### src/rtl/dmem_arbiter.sv
// Round-robin arbiter and access sequencer in front of a single-port data memory.
// Byte-enable stores become a read-modify-write, and out-of-range addresses get an error response.
module dmem_arbiter #(
    parameter int ADDR_LSB   = 2,
    parameter int DEPTH_LOG2 = 8
) (
    input  logic        clk,
    input  logic        rst,

    input  logic        m0_req_valid,
    output logic        m0_req_ready,
    input  logic        m0_we,
    input  logic [31:0] m0_addr,
    input  logic [31:0] m0_wdata,
    input  logic [3:0]  m0_be,
    output logic        m0_resp_valid,
    output logic [31:0] m0_resp_rdata,
    output logic        m0_resp_err,

    input  logic        m1_req_valid,
    output logic        m1_req_ready,
    input  logic        m1_we,
    input  logic [31:0] m1_addr,
    input  logic [31:0] m1_wdata,
    input  logic [3:0]  m1_be,
    output logic        m1_resp_valid,
    output logic [31:0] m1_resp_rdata,
    output logic        m1_resp_err,

    output logic        mem_req_o,
    output logic        mem_we_o,
    output logic [31:0] mem_waddr_o,
    output logic [31:0] mem_wdata_o,
    output logic [31:0] mem_raddr_o,
    input  logic [31:0] mem_rdata_i
);

    typedef enum logic [1:0] {IDLE, ACCESS, MERGE, RESP} state_t;

    state_t      r_state, w_next;
    logic        r_ptr;          // 0: m0 wins a tie, 1: m1 wins a tie
    logic        r_gnt;
    logic        r_we;
    logic [31:0] r_addr;
    logic [31:0] r_wdata;
    logic [3:0]  r_be;
    logic [31:0] r_old_word;
    logic        r_err;

    logic        w_pick;
    logic        w_accept;
    logic        w_range_err;
    logic        w_mem_req;
    logic [31:0] w_mem_wdata;
    logic [31:0] w_merged;
    logic [31:0] w_word_addr;
    logic [31:0] w_rdata;
    logic        w_resp;
    logic        w_unused_addr;

    assign w_pick      = (m0_req_valid && m1_req_valid) ? r_ptr : m1_req_valid;
    assign w_range_err = |r_addr[31:ADDR_LSB+DEPTH_LOG2];
    assign w_word_addr = {r_addr[31:ADDR_LSB], {ADDR_LSB{1'b0}}};
    assign w_unused_addr = &{1'b0, r_addr[ADDR_LSB-1:0]};

    always_comb begin
        // NOTE: every combinational output is given a default first, so no path can infer a latch.
        w_merged = '0;
        for (int k = 0; k < 4; k++) begin
            w_merged[8*k +: 8] = r_be[k] ? r_wdata[8*k +: 8] : r_old_word[8*k +: 8];
        end
    end

    always_comb begin
        w_next      = r_state;
        w_accept    = 1'b0;
        w_mem_req   = 1'b0;
        w_mem_wdata = '0;
        case (r_state)
            IDLE: begin
                if (m0_req_valid || m1_req_valid) begin
                    w_accept = 1'b1;
                    w_next   = ACCESS;
                end
            end
            ACCESS: begin
                w_next = RESP;
                // Errors, loads and empty-mask stores never touch the memory.
                if (!w_range_err && r_we && (r_be != 4'h0)) begin
                    if (r_be == 4'hF) begin
                        w_mem_req   = 1'b1;
                        w_mem_wdata = r_wdata;
                    end else begin
                        w_next = MERGE;
                    end
                end
            end
            MERGE: begin
                w_mem_req   = 1'b1;
                w_mem_wdata = w_merged;
                w_next      = RESP;
            end
            RESP:    w_next = IDLE;
            default: w_next = IDLE;
        endcase
    end

    // Reset overrides everything combinationally: no grant, no write, no response.
    assign m0_req_ready = w_accept && !rst && !w_pick;
    assign m1_req_ready = w_accept && !rst &&  w_pick;

    assign mem_req_o   = w_mem_req && !rst;
    assign mem_we_o    = mem_req_o;
    assign mem_wdata_o = mem_req_o ? w_mem_wdata : '0;
    assign mem_waddr_o = w_word_addr;
    assign mem_raddr_o = w_word_addr;

    assign w_resp  = (r_state == RESP) && !rst;
    assign w_rdata = (!r_we && !r_err) ? r_old_word : '0;

    assign m0_resp_valid = w_resp && !r_gnt;
    assign m0_resp_rdata = m0_resp_valid ? w_rdata : '0;
    assign m0_resp_err   = m0_resp_valid && r_err;
    assign m1_resp_valid = w_resp && r_gnt;
    assign m1_resp_rdata = m1_resp_valid ? w_rdata : '0;
    assign m1_resp_err   = m1_resp_valid && r_err;

    // NOTE: sequential state uses non-blocking assignments so every register samples pre-edge values.
    always_ff @(posedge clk) begin
        if (rst) begin
            r_state    <= IDLE;
            r_ptr      <= 1'b0;
            r_gnt      <= 1'b0;
            r_we       <= 1'b0;
            r_addr     <= '0;
            r_wdata    <= '0;
            r_be       <= '0;
            r_old_word <= '0;
            r_err      <= 1'b0;
        end else begin
            r_state <= w_next;
            if (w_accept) begin
                r_gnt   <= w_pick;
                r_ptr   <= ~w_pick;
                r_we    <= w_pick ? m1_we    : m0_we;
                r_addr  <= w_pick ? m1_addr  : m0_addr;
                r_wdata <= w_pick ? m1_wdata : m0_wdata;
                r_be    <= w_pick ? m1_be    : m0_be;
            end
            if (r_state == ACCESS) begin
                r_old_word <= mem_rdata_i;
                r_err      <= w_range_err;
            end
        end
    end

endmodule
### config.mk
export PLATFORM = sky130hd
export DESIGN_NAME = dmem_arbiter
export DESIGN_NICKNAME = d
export VERILOG_FILES = /design/src/rtl/dmem_arbiter.sv
export SDC_FILE = /design/constraint.sdc
export NUM_CORES = 1
export LEC_CHECK = 0
export CAP_MARGIN = 40
export CORE_ASPECT_RATIO = 0.75
export CORE_UTILIZATION = 35
export DETAILED_ROUTE_END_ITERATION = 10
export PLACE_DENSITY = 0.74
export SLEW_MARGIN = 20
export SYNTH_ARGS = -nofsm -noshare
export SYNTH_HDL_FRONTEND = slang
export SYNTH_SLANG_ARGS = --single-unit
### constraint.sdc
create_clock -name clk -period 5.6 [get_ports clk]
set_input_delay 0.56 -clock clk [delete_from_list [all_inputs] [get_ports clk]]
set_output_delay 0.56 -clock clk [all_outputs]
set_load 0.02 [all_outputs]
==> results.json <==
{
  "status": "finished clean",
  "final_net_count": 1102,
  "tightest_slew_ns": 0.864,
  "synthMuxAreaShare": 0.116,
  "ant_nets": 0,
  "synth_top_area_share": 0.371,
  "fin_setup_tns_ns": 0,
  "clock_path_buffers": 2,
  "clock_sinks": 104,
  "maxCapViolCount": 0,
  "netlist_area_sq_mm": 0.00562,
  "worstPathArrival_ns": 3.89,
  "syn_inst": 652,
  "io_pins": 342,
  "rsz0062_at_grt": "false",
  "fmax_ghz": 0.225,
  "htreeDepth": 3,
  "grt_antenna_before_repair": 0,
  "cp.required_ns": 5.04,
  "pre_cts_ws_ns": 1.49,
  "cp-end-kind": "primary output",
  "critPathMaxFanout": 17,
  "vias": 5760,
  "first_pass_iters": 6,
  "yosysSeqAreaShare": 0.371,
  "hold_class": "flip-flop to flip-flop",
  "grt_max_degree": 70,
  "synth_fa_ha_area_frac": 0.00891,
  "start_kind": "flip-flop",
  "synth_xor_area_frac": 0,
  "timing_hold_violations_final": 0,
  "dp_cells": 1117,
  "syn_to_final_growth_pct": 64.9,
  "synth_top_family_by_area": "compound AO/OA/AOI/OAI gates",
  "grt.overflow.total": 0,
  "multi_input_area_sq_mm": 0.00312,
  "fin_ws_ns": 1.15,
  "initialDrtViolationCount": 389,
  "finalClockSkew_ns": 0.00780,
  "path_class": "flip-flop to primary output",
  "slew_violations": 0,
  "diodes": 0,
  "ys_ff_latch": 104,
  "place_congestion": 0.797,
  "numCtsBuffers": 9,
  "vdd_drop_max_uv": 214,
  "fin_cells": 1134,
  "initial_core_util": 0.363,
  "viasPerCell": 5.08,
  "die_area_sq_mm": 0.0166,
  "ys_warn_count": 0,
  "grt_pass1_vias": 5452,
  "final_util": 0.599,
  "die_w_um": 148,
  "ys_types": 33,
  "grt_usage": 0.247,
  "min_period_ns": 4.45,
  "drive_above_1_share": 0.0743,
  "holdBufCountCts": 0,
  "placement_rows": 39,
  "io_buffers": 333,
  "wl_per_cell_um": 18.3,
  "post_cts_buffers": 0,
  "avgSynthCellArea_sq_um": 8.62,
  "fin_crit_sh": 0.795,
  "powerDensity_mw_per_mm2": 344,
  "synth_simple_gate_area_frac": 0.198,
  "grt_pass1_wl_um": 31500,
  "cts_resized": 0,
  "cts_tree": "done",
  "die_h_um": 112,
  "relSlewSlack": 0.423,
  "synth_top_cell_by_area": "dfxtp_1",
  "ff_latch_area_sq_mm": 0.00208,
  "clock_latency_ns": 0.34,
  "synth_compound_area_frac": 0.215,
  "path_clk_slew_ns": 0.07,
  "setup_viol": 0,
  "routed_wl_um": 20700,
  "cts-root-buf": "clkbuf_16",
  "core_sq_mm": 0.0155,
  "synth.area.top_cells": "dfxtp_1, mux2i_1, and2_1, o22ai_2, a22oi_1",
  "drcViolationCount": 0,
  "nFillCells": 1429,
  "place_hpwl_um": 15100,
  "p_leak_nw": 3.42
}
## layout make-up
| class | count | area share |
|---|---|---|
| multi-input combinational | 458 | 0.337 |
| tap | 205 | 0.0277 |
| clock buffer | 12 | 0.0277 |
| inverter | 5 | 0.00203 |
| clock inverter | 4 | 0.00378 |
| sequential | 104 | 0.225 |
| timing repair buffer | 346 | 0.378 |
## placed cells by master (no fill, tap or decap), drive strengths merged
master,instances
a211oi,2
clkdlybuf4s50,332
mux2i,65
and3b,1
o41ai,1
a21o,2
or4b,1
nor2,60
buf,14
nor4,5
a21oi,36
nor2b,5
a222oi,23
inv,8
nand3b,1
o21ai,7
conb,4
nor3,3
a22oi,44
a31oi,2
nand2,88
nor3b,3
ha,4
and2,66
clkinv,1
dfxtp,104
clkbuf,12
nand4,2
or4,1
o22ai,32
## power breakdown
part	leakage [nW]	total, mW	switching (mW)	internal, mW
clock network	0.144	0.617	0.284	0.332
logic	2.42	1.39	0.734	0.659
registers	0.855	1.18	0.243	0.933
total	3.42	3.19	1.26	1.92
## per-layer routing
| layer | share of wire | GRT usage | vias to the layer above | wire [um] |
|---|---|---|---|---|
| met5 | 0 | 0 | - | 0 |
| met4 | 0.0088 | 0.0419 | 0 | 182 |
| met3 | 0.074 | 0.0541 | 14 | 1530 |
| met2 | 0.49 | 0.423 | 228 | 10200 |
| met1 | 0.43 | 0.320 | 2701 | 8870 |
| li1 | - | - | 2817 | - |
## registers in the layout (all words and copies together), names as in the netlist
register    flops
r_state         2
r_gnt           1
r_addr         30
r_be            4
r_err           1
r_we            1
r_wdata        32
r_old_word     32
r_ptr           1
## critical path: stages (launching register included)
cell and delay [ns]:
dfxtp_1 0.78, nand4_1 0.21, or4b_1 0.49, or4_2 1.01
buf_16 0.30, o22ai_1 0.12, clkdlybuf4s50_1 0.64
## path summary, 6_finish.rpt
| kind | startpoint | endpoint | slack [ns] | cells past startpoint |
|---|---|---|---|---|
| setup / recovery | r_be[1] | mem_wdata_o[1] | 1.15 | 6 |
| hold / removal | r_wdata[12] | r_wdata[12] | 0.45 | 2 |
| setup reg to reg | r_state[0] | r_wdata[23] | 3.44 | 6 |
| hold reg to reg | r_wdata[12] | r_wdata[12] | 0.45 | 2 |
## kinds of logic after synthesis
logic type,Yosys count
compound gates,149
flops,104
simple gates,236
other cells,1
fa+ha+maj,4
buf+inv,93
mux,65
## cell usage after synthesis (all sizes together)
| cell type | instances |
|---|---|
| nor3 | 3 |
| mux2i | 65 |
| or4b | 1 |
| ha | 4 |
| nand3b | 1 |
| inv | 5 |
| and2 | 66 |
| nor2 | 60 |
| nand4 | 2 |
| nor2b | 5 |
| and3b | 1 |
| clkbuf | 35 |
| a22oi | 44 |
| dfxtp | 104 |
| a211oi | 2 |
| conb | 1 |
| o22ai | 32 |
| a21oi | 36 |
| buf | 53 |
| nand2 | 88 |
| a21o | 2 |
| a31oi | 2 |
| nor4 | 5 |
| o41ai | 1 |
| or4 | 1 |
| o21ai | 7 |
| a222oi | 23 |
| nor3b | 3 |
## through the flow
step	hold WS [ns]	total power [mW]	cell area (sq um)
after global routing	0.475	3.38	9270
after CTS	0.455	3.21	9250
final	0.451	3.19	9270
after detailed placement	0.446	2.59	8950
after floorplan	0.431	2.01	5630
after global placement	0.439	2.54	8860
Note: power is estimated with default switching activity, not from simulation.
